### config.mk
export PLATFORM = sky130hd
export DESIGN_NAME = par_serializer
export DESIGN_NICKNAME = d
export VERILOG_FILES = /design/src/rtl/uart_pkg.sv /design/src/rtl/par_serializer.sv
export SDC_FILE = /design/constraint.sdc
export NUM_CORES = 1
export LEC_CHECK = 0
export CORE_MARGIN = 2
export CORE_UTILIZATION = 47
export CTS_BUF_LIST = sky130_fd_sc_hd__clkbuf_8 sky130_fd_sc_hd__clkbuf_16
export CTS_CLUSTER_DIAMETER = 40
export DETAILED_ROUTE_END_ITERATION = 8
export GPL_ROUTABILITY_DRIVEN = 1
export PLACE_DENSITY = 0.76
export SLEW_MARGIN = 30
export SYNTH_ARGS = -nofsm -noshare
export SYNTH_HDL_FRONTEND = slang
export SYNTH_SLANG_ARGS = --single-unit
### constraint.sdc
create_clock -name CLK -period 1.6 [get_ports CLK]
set_clock_uncertainty 0.05 [all_clocks]
set_input_delay 0.48 -clock CLK [delete_from_list [all_inputs] [get_ports CLK]]
set_output_delay 0.48 -clock CLK [all_outputs]
set_load 0.02 [all_outputs]
### src/rtl/uart_pkg.sv
// -----------------------------------------------------------------------------
// uart_pkg
// Shared UART definitions used by the serializer and its neighbours:
//   - ser_state_e : FSM state encoding for the parallel-to-serial shifter
//   - PAR_EVEN / PAR_ODD : parity-type selector values
//   - calc_parity : parity of a word (up to 32 bits) for a given parity type
// -----------------------------------------------------------------------------
package uart_pkg;

  typedef enum logic [1:0] {
    ST_IDLE  = 2'd0,
    ST_SHIFT = 2'd1,
    ST_DONE  = 2'd2
  } ser_state_e;

  localparam logic PAR_EVEN = 1'b0;
  localparam logic PAR_ODD  = 1'b1;

  // Narrower words are zero-extended by the caller. Zero bits do not change
  // the XOR reduction, so one 32-bit helper serves every legal width.
  function automatic logic calc_parity(input logic [31:0] word,
                                       input logic        par_typ);
    return (^word) ^ (par_typ == PAR_ODD);
  endfunction

endpackage

### src/rtl/par_serializer.sv
// -----------------------------------------------------------------------------
// par_serializer
// Loads a parallel word and shifts it out one bit per enabled clock. The bit
// order is selectable. The parity bit of the word is captured when it loads.
//
// Parameters:
//   DATA_WIDTH : word width in bits (2..32)
//   MSB_FIRST  : 0 = LSB sent first, 1 = MSB sent first
// Ports:
//   CLK        in   clock, rising edge
//   RST        in   asynchronous reset, active low
//   P_DATA     in   parallel word to send
//   data_valid in   load request (accepted when ready)
//   ready      out  block can accept a word this cycle (IDLE or DONE)
//   ser_en     in   shift enable; low stalls the shifter
//   PAR_TYP    in   parity type, 0 even / 1 odd (sampled at load)
//   ser_data   out  registered serial bit
//   ser_done   out  one-cycle pulse after the last bit
//   busy       out  word in flight (SHIFT)
//   par_bit    out  parity of the latched word
// -----------------------------------------------------------------------------
module par_serializer
  import uart_pkg::*;
#(
  parameter int DATA_WIDTH = 8,
  parameter bit MSB_FIRST  = 1'b0
) (
  input  logic                  CLK,
  input  logic                  RST,
  input  logic [DATA_WIDTH-1:0] P_DATA,
  input  logic                  data_valid,
  output logic                  ready,
  input  logic                  ser_en,
  input  logic                  PAR_TYP,
  output logic                  ser_data,
  output logic                  ser_done,
  output logic                  busy,
  output logic                  par_bit
);

  localparam int CNT_W = $clog2(DATA_WIDTH + 1);
  localparam logic [CNT_W-1:0] LAST_IDX = CNT_W'(DATA_WIDTH - 1);

  ser_state_e            state;
  ser_state_e            next_state;
  logic                  load;
  logic                  shift;
  logic                  clear_out;
  logic [CNT_W-1:0]      bit_cnt;
  logic [DATA_WIDTH-1:0] shift_reg;

  // State register.
  always_ff @(posedge CLK or negedge RST) begin
    if (!RST) begin
      state <= ST_IDLE;
    end else begin
      state <= next_state;
    end
  end

  // Next-state logic and datapath strobes. A load in DONE goes straight back
  // to SHIFT, so words can follow each other with no idle gap. ser_en and
  // data_valid are only looked at in the states where they mean something.
  always_comb begin
    next_state = state;
    load       = 1'b0;
    shift      = 1'b0;
    clear_out  = 1'b0;
    case (state)
      ST_IDLE: begin
        if (data_valid) begin
          load       = 1'b1;
          next_state = ST_SHIFT;
        end
      end
      ST_SHIFT: begin
        if (ser_en) begin
          shift = 1'b1;
          if (bit_cnt == LAST_IDX) begin
            next_state = ST_DONE;
          end
        end
      end
      ST_DONE: begin
        if (data_valid) begin
          load       = 1'b1;
          next_state = ST_SHIFT;
        end else begin
          clear_out  = 1'b1;
          next_state = ST_IDLE;
        end
      end
      default: begin
        next_state = ST_IDLE;
      end
    endcase
  end

  // Shifter, bit counter and output bit. A load does not touch ser_data.
  // On a back-to-back load the last bit of the previous word stays visible
  // until the first bit of the new word is shifted out. The register shifts
  // toward the bit that is sent, so the next bit is always at a fixed end.
  // The counter stops at DATA_WIDTH because shifting ends in DONE.
  always_ff @(posedge CLK or negedge RST) begin
    if (!RST) begin
      shift_reg <= '0;
      bit_cnt   <= '0;
      ser_data  <= 1'b0;
      par_bit   <= 1'b0;
    end else if (load) begin
      shift_reg <= P_DATA;
      bit_cnt   <= '0;
      par_bit   <= calc_parity(32'(P_DATA), PAR_TYP);
    end else if (shift) begin
      if (MSB_FIRST) begin
        ser_data  <= shift_reg[DATA_WIDTH-1];
        shift_reg <= {shift_reg[DATA_WIDTH-2:0], 1'b0};
      end else begin
        ser_data  <= shift_reg[0];
        shift_reg <= {1'b0, shift_reg[DATA_WIDTH-1:1]};
      end
      bit_cnt <= bit_cnt + 1'b1;
    end else if (clear_out) begin
      ser_data <= 1'b0;
    end
  end

  // The status outputs decode the registered state. DONE lasts exactly one
  // cycle, so ser_done is a single-cycle pulse.
  assign ready    = (state != ST_SHIFT);
  assign busy     = (state == ST_SHIFT);
  assign ser_done = (state == ST_DONE);

endmodule

==> results of run 1 <==
## layout make-up
| type | count | area, sq um |
|---|---|---|
| fillers | 119 | 420 |
| flip-flops and latches | 16 | 400 |
| multi-input cells | 61 | 372 |
| repair buffers | 32 | 280 |
| clock buffers | 3 | 41.3 |
| well taps | 16 | 20.0 |
| inverters | 2 | 7.51 |
## stage by stage
stage / instances / instance area, sq um / util / hold WS [ns] / worst slack, ns
finish: 130 / 1120 / 0.727 / 0.429 / 0.0355
global route: 130 / 1120 / 0.727 / 0.450 / -0.00925
CTS: 128 / 1100 / 0.716 / 0.426 / 0.00338
detailed placement: 125 / 1060 / 0.690 / 0.412 / -0.375
global placement: 125 / 1060 / 0.690 / 0.405 / -0.332
floorplan: 84 / 788 / - / 0.134 / 0.169
## path summary, 6_finish.rpt
| path | slack, ns | startpoint | cells past startpoint | end |
|---|---|---|---|---|
| worst max-delay path | 0.04 | state[1]$_DFFE_PN0P_ | 3 | ready |
| worst min-delay path | 0.43 | shift_reg[0]$_DFFE_PN0P_ | 2 | ser_data$_DFFE_PN0P_ |
| worst max register to register | 0.14 | state[0]$_DFFE_PN0P_ | 6 | shift_reg[3]$_DFFE_PN0P_ |
| worst min register to register | 0.43 | shift_reg[0]$_DFFE_PN0P_ | 2 | ser_data$_DFFE_PN0P_ |
| max in group asynchronous | 0.82 | RST | 2 | state[0]$_DFFE_PN0P_ |
| min in group asynchronous | 0.49 | RST | 2 | state[1]$_DFFE_PN0P_ |
## critical path: cells and delay by family (launching register included)
kind / cells / cell delay (ns)
buffers and inverters: 2 / 0.23
flip-flops: 1 / 0.40
AND/OR/NAND/NOR: 1 / 0.16
## kinds of logic (layout without fill, tap and decap cells)
family,count (synthesis),count (layout),share of synthesized area
DFF,16,16,0.510
adders and majority gates,1,1,0.0159
xor gates and xnor gates,9,9,0.118
buffers and inverters,7,37,0.0414
and+or+nand+nor,39,39,0.221
AOI/OAI and AO/OA,12,12,0.0939
## power groups by stage
stage	registers [uW]	clock network, uW	logic (uW)
finish	681	296	702
global route	699	319	781
CTS	679	302	678
detailed placement	687	0	711
global placement	679	0	687
floorplan	699	0	383
## cell usage in the layout (no fill, tap or decap), types with 2 or more instances in the layout
cell type,n
sky130_fd_sc_hd__nand2_1,17
sky130_fd_sc_hd__dfrtp_1,16
sky130_fd_sc_hd__buf_4,15
sky130_fd_sc_hd__nor2_1,10
sky130_fd_sc_hd__dlygate4sd2_1,6
sky130_fd_sc_hd__clkdlybuf4s50_1,6
sky130_fd_sc_hd__o21ai_0,3
sky130_fd_sc_hd__o22ai_1,3
sky130_fd_sc_hd__nor3_1,3
sky130_fd_sc_hd__a31oi_1,3
sky130_fd_sc_hd__nand3_1,3
sky130_fd_sc_hd__xor2_1,3
sky130_fd_sc_hd__xnor2_1,3
sky130_fd_sc_hd__clkbuf_8,3
sky130_fd_sc_hd__inv_1,2
sky130_fd_sc_hd__xnor2_2,2
sky130_fd_sc_hd__dlymetal6s2s_1,2
sky130_fd_sc_hd__buf_2,2
## layer usage
layer  wire length, um  share of wire
met1               743           0.42
met2               904           0.51
met3               102          0.057
met4                25          0.014
met5                 0              0
## what timing repair did
action / 4_1_cts / 5_1_grt
endpoints found under the setup margin: 6 / 5
resized for setup: 19 / 5
cloned: 0 / 0
buffers inserted: 0 / 2
pin swaps: 4 / 2
==> parameters.txt, run 1 <==
Parameter                              Value

Floorplanning
  CORE AREA ... 1540 sq um
  Effective utilization at floorplan ... 0.510
  I/O pins ... 18
  Number of rows in the core area ... 14
  Die height ... 44.9 um
  Overall die area ... 2010 sq um
  X dimension of the die ... 44.9 um

CTS
  H-tree lvl count ... 1
  Clock-pin slew on the worst setup and hold paths ... 0.06 ns
  CTS root buf ... sky130_fd_sc_hd__clkbuf_8
  Clock tree buffer depth ... 2
  TritonCTS sink count ... 16
  TritonCTS clock tree ... done
  Later-pin clock latency in the skew report ... 0.25 ns
  Number of buffers added to fix hold violations after cts ... 0
  Inserted Clock Buffers ... 3

STA
  Max-slew headroom ... 0.807
  Measured slew at the worst slew-check pin ... 0.286 ns
  Share of the cycle needed by the critical path after routing ... 0.978
  Hold Vio Cnt, Final ... 0
  Final total negative setup slack ... 0 ns
  Number of setup violations in the final report ... 0
  Highest clock rate ... 639 MHz
  Min Clock Period, post-route ... 1.56 ns
  Max Transition Viols Final ... 0

Critical path
  Crit Path Max Fanout ... 3
  Critical path startpoint category ... register
  Highest cell delay on the worst timing path ... 0.40 ns
  Sort of element at the end of the critical path ... primary output
  Data arrival at the endpoint of the critical path ... 1.03 ns
  Data required, critical path ... 1.07 ns
  Startpoint-to-endpoint class of the critical path ... register to primary output
  Critical-path top delay cell ... sky130_fd_sc_hd__dfrtp_1
  Cell breakdown of the critical path ... nor2b_2, inv_1, buf_4

Synth
  Average footprint of a synthesized cell ... 9.35 sq um
  Library cell with the largest summed area after synthesis ... sky130_fd_sc_hd__dfrtp_1
  Cell area after synthesis ... 786 sq um
  Top_reg_cell synth ... sky130_fd_sc_hd__dfrtp_1
  Most frequent cells after synthesis ... 17 x sky130_fd_sc_hd__nand2_1, 16 x sky130_fd_sc_hd__dfrtp_1, 10 x sky130_fd_sc_hd__nor2_1, 5 x sky130_fd_sc_hd__xnor2_1
  Largest cells by area after synthesis ... sky130_fd_sc_hd__dfrtp_1 51%, sky130_fd_sc_hd__nand2_1 8.1%, sky130_fd_sc_hd__xnor2_1 5.6%
  Sequential-to-total area share from yosys stat ... 0.510
  Distinct cells, synth ... 24
  Post-synth net total ... 98
  Cell with the most instances after synthesis ... sky130_fd_sc_hd__nand2_1
  Share of Yosys cell area claimed by the top area cell type ... 0.510
  Async S/R FF share, synth ... 1.00
  Number of enable flip-flop cells after synthesis ... 0
  Yosys warnings ... 0
  Flip-flop and latch count after synthesis ... 16
  Count of mapped cells out of synthesis ... 84

Final layout
  Area growth from synthesis to layout ... 42.7%
  Number of inserted diodes ... 0
  Max FFs per register ... 8
  Share of layout cells above drive strength 1 ... 0.219
  Final nets ... 130

Global routing
  Global-route met2 utilization ... 0.357
  Met3 layer usage reported by global route ... 0.0720
  Initial antenna violation count ... 0
  GRT Residual Overflow ... 0
  Largest net degree at the start of global routing ... 17
  Vias in the first global route ... 649
  Overall Global Routing Usage ... 0.204
  First-pass GRT wire length ... 2780 um
  Busiest metal layer after global routing ... met2
  Met1 demand-to-capacity share in global routing ... 0.222

Power
  Portion of total power attributed to the clock network ... 0.176
  Net Sw Power ... 583 uW
  Leakage ... 0.000562 uW
  Internal power consumption ... 1100 uW
  Maximum vdd drop ... 1.14 mV
  Proportion of power drawn by flip-flops and latches ... 0.405
  PnR Total Power ... 1680 uW
  Share of power burned in combinational logic ... 0.418
  Pwr per Cell Area ... 1500 nW/um^2
  Switching power as a share of total power ... 0.347

Route
  DR WL/cell ... 13.7 um
  Final Routed Wirelength ... 1780 um
  Drt pass-1 iters ... 4
  DRC violation total after the first TritonRoute iteration ... 25
  Number of vias after detailed routing ... 686
  Remaining design rule violation count ... 0
  Number of nets still failing antenna checks after routing ... 0
  Via density per instance ... 5.28

Job
  Max-cap violations ... 0

Place
  Port-buffer cells ... 17
  Final weighted congestion in routability-driven placement ... 0.732
  Post-detail-place hpwl ... 1280 um

Outcome
  Run status ... complete, no violations

Min path
  Worst min path class ... register to register
No activity file was read; power rests on OpenSTA's default activity.
==> run 2, diff against run 1 <==
--- a/config.mk
+++ b/config.mk
@@ -10,7 +10,6 @@
 export CTS_BUF_LIST = sky130_fd_sc_hd__clkbuf_8 sky130_fd_sc_hd__clkbuf_16
 export CTS_CLUSTER_DIAMETER = 40
 export DETAILED_ROUTE_END_ITERATION = 8
-export GPL_ROUTABILITY_DRIVEN = 1
 export PLACE_DENSITY = 0.76
 export SLEW_MARGIN = 30
 export SYNTH_ARGS = -nofsm -noshare
==> results of run 2 <==
The final DEF is identical to that of run 1; final timing and power are the same.
==> run 3, diff against run 2 <==
--- a/config.mk
+++ b/config.mk
@@ -7,7 +7,6 @@
 export LEC_CHECK = 0
 export CORE_MARGIN = 2
 export CORE_UTILIZATION = 47
-export CTS_BUF_LIST = sky130_fd_sc_hd__clkbuf_8 sky130_fd_sc_hd__clkbuf_16
 export CTS_CLUSTER_DIAMETER = 40
 export DETAILED_ROUTE_END_ITERATION = 8
 export PLACE_DENSITY = 0.76
==> run 3 against run 2 <==
Effect of this change: sequential share of layout area stayed put; via count is 0.15% higher; register-to-register slack hardly changed; critical path type unchanged.
==> parameters.txt, run 3 (synthesis gave the netlist of run 1 again) <==
Parameter                              Value

Outcome
  Run status ... complete, no violations

Floorplanning
  Overall die area ... 2010 sq um
  I/O pins ... 18
  X dimension of the die ... 44.9 um
  Die height ... 44.9 um
  CORE AREA ... 1540 sq um
  Effective utilization at floorplan ... 0.510
  Number of rows in the core area ... 14

Global routing
  GRT Residual Overflow ... 0
  Vias in the first global route ... 670
  Overall Global Routing Usage ... 0.207
  Largest net degree at the start of global routing ... 17
  First-pass GRT wire length ... 2840 um
  Initial antenna violation count ... 0

STA
  Min Clock Period, post-route ... 1.57 ns
  Number of setup violations in the final report ... 0
  Highest clock rate ... 636 MHz
  Max Transition Viols Final ... 0
  Hold Vio Cnt, Final ... 0
  Measured slew at the worst slew-check pin ... 0.306 ns
  Max-slew headroom ... 0.794
  Share of the cycle needed by the critical path after routing ... 0.983
  Final total negative setup slack ... 0 ns
  RSZ-0062 raised after global routing ... true
  Post-route worst setup slack ... 0.0275 ns

Critical path
  Worst r2r dst ... shift_reg[3]$_DFFE_PN0P_
  Critical Path Source ... state[1]$_DFFE_PN0P_
  Crit-path leading delay family ... flip-flops
  Crit Path Max Fanout ... 2
  Reg-to-reg slack, setup ... 0.13 ns
  Buffers and inverters on the worst path ... 3
  Data required, critical path ... 1.07 ns
  Reg-to-Reg Start ... state[1]$_DFFE_PN0P_
  Capture point of the critical path ... ser_done
  Data arrival at the endpoint of the critical path ... 1.04 ns
  Stages on worst setup path ... 4
  Critical-path top delay cell ... sky130_fd_sc_hd__dfrtp_1
  Cell breakdown of the critical path ... buf_6, inv_2, nor2_2, buf_6
  Startpoint-to-endpoint class of the critical path ... register to primary output
  Highest cell delay on the worst timing path ... 0.42 ns
  Sort of element at the end of the critical path ... primary output
  Critical path startpoint category ... register
  Worst r2r path cells ... 6
  Cell seen most often among critical-path stages ... sky130_fd_sc_hd__buf_6

Final layout
  Area growth from synthesis to layout ... 42.7%
  Commonest non-fill, non-tap cell in the layout ... sky130_fd_sc_hd__nand2_1
  Final nets ... 130
  Number of inserted diodes ... 0
  Max FFs per register ... 8
  Most frequent cells in the layout ... 17 x sky130_fd_sc_hd__nand2_1, 16 x sky130_fd_sc_hd__dfrtp_1, 14 x sky130_fd_sc_hd__buf_4
  Share of layout cells above drive strength 1 ... 0.237

CTS
  Clock tree buffer depth ... 2
  Inserted Clock Buffers ... 3
  TritonCTS sink count ... 16
  CTS root buf ... sky130_fd_sc_hd__clkbuf_4
  Later-pin clock latency in the skew report ... 0.28 ns
  TritonCTS clock tree ... done
  Clock-pin slew on the worst setup and hold paths ... 0.09 ns
  H-tree lvl count ... 1

Power
  Leakage ... 0.000560 uW
  Maximum vdd drop ... 1.06 mV
  Pwr per Cell Area ... 1410 nW/um^2

Route
  Drt pass-1 iters ... 4
  Via density per instance ... 5.28
  Final Routed Wirelength ... 1760 um
  Remaining design rule violation count ... 0
  Number of nets still failing antenna checks after routing ... 0
  DR WL/cell ... 13.5 um
  DRC violation total after the first TritonRoute iteration ... 15
  Number of vias after detailed routing ... 687

Place
  Post-detail-place hpwl ... 1280 um
  Port-buffer cells ... 17
  Final weighted congestion in routability-driven placement ... 0.732
  Pre-CTS setup slack ... -0.375 ns

Job
  Max-cap violations ... 0

Min path
  Worst min path class ... register to register
[run 3: final cells by class]
class | count | area (sq um)
repair buffers | 32 | 293
flip-flops and latches | 16 | 400
fillers | 111 | 420
well taps | 16 | 20.0
multi-input cells | 61 | 378
clock buffers | 3 | 22.5
inverters | 2 | 7.51
[run 3: worst min path at each step]
stage / from / endpoint / depth (start not counted)
floorplan: RST / bit_cnt[0]$_DFFE_PN0P_ / 0
finish: shift_reg[0]$_DFFE_PN0P_ / ser_data$_DFFE_PN0P_ / 2
CTS: shift_reg[0]$_DFFE_PN0P_ / ser_data$_DFFE_PN0P_ / 2
detailed placement: shift_reg[0]$_DFFE_PN0P_ / ser_data$_DFFE_PN0P_ / 2
global route: RST / state[1]$_DFFE_PN0P_ / 2
global placement: shift_reg[0]$_DFFE_PN0P_ / ser_data$_DFFE_PN0P_ / 2
[run 3: per-stage QoR]
| stage | hold WS [ns] | cell area [sq um] | utilization | instances | total power [uW] |
|---|---|---|---|---|---|
| floorplan | 0.134 | 788 | - | 84 | 1080 |
| global placement | 0.405 | 1060 | 0.690 | 125 | 1370 |
| detailed placement | 0.412 | 1060 | 0.690 | 125 | 1400 |
| CTS | 0.432 | 1100 | 0.711 | 130 | 1570 |
| global route | 0.457 | 1120 | 0.727 | 130 | 1720 |
| finish | 0.431 | 1120 | 0.727 | 130 | 1590 |
[run 3: metal layers]
metal,routed length [um],global-route usage,vias up
met1,750,0.222,320
met2,901,0.365,16
met4,31,0.0941,0
li1,-,-,347
met5,0,0,-
met3,77,0.0720,4
[run 3: what timing repair did]
| action | CTS | global route |
|---|---|---|
| buffers inserted | 2 | 0 |
| hold buffers | 0 | 0 |
| cloned | 0 | 0 |
| pin swaps | 4 | 4 |
| endpoints found under the setup margin | 6 | 4 |
| gates resized for setup | 18 | 10 |
| endpoints found under the hold margin | 0 | 0 |
[run 3: worst register-to-register path, delay by kind of cell (launching register included)]
kind,cells,cell delay [ns]
buffers and inverters,3,0.41
DFF,1,0.42
and+or+nand+nor,2,0.34
AOI/OAI and AO/OA,1,0.17
[run 3: power breakdown]
group	leakage, uW	switching [uW]	total, uW	internal (uW)
Clock	0.0000138	117	204	87.3
Combinational	0.000350	351	701	350
Sequential	0.000197	104	681	577
Total	0.000560	572	1590	1010
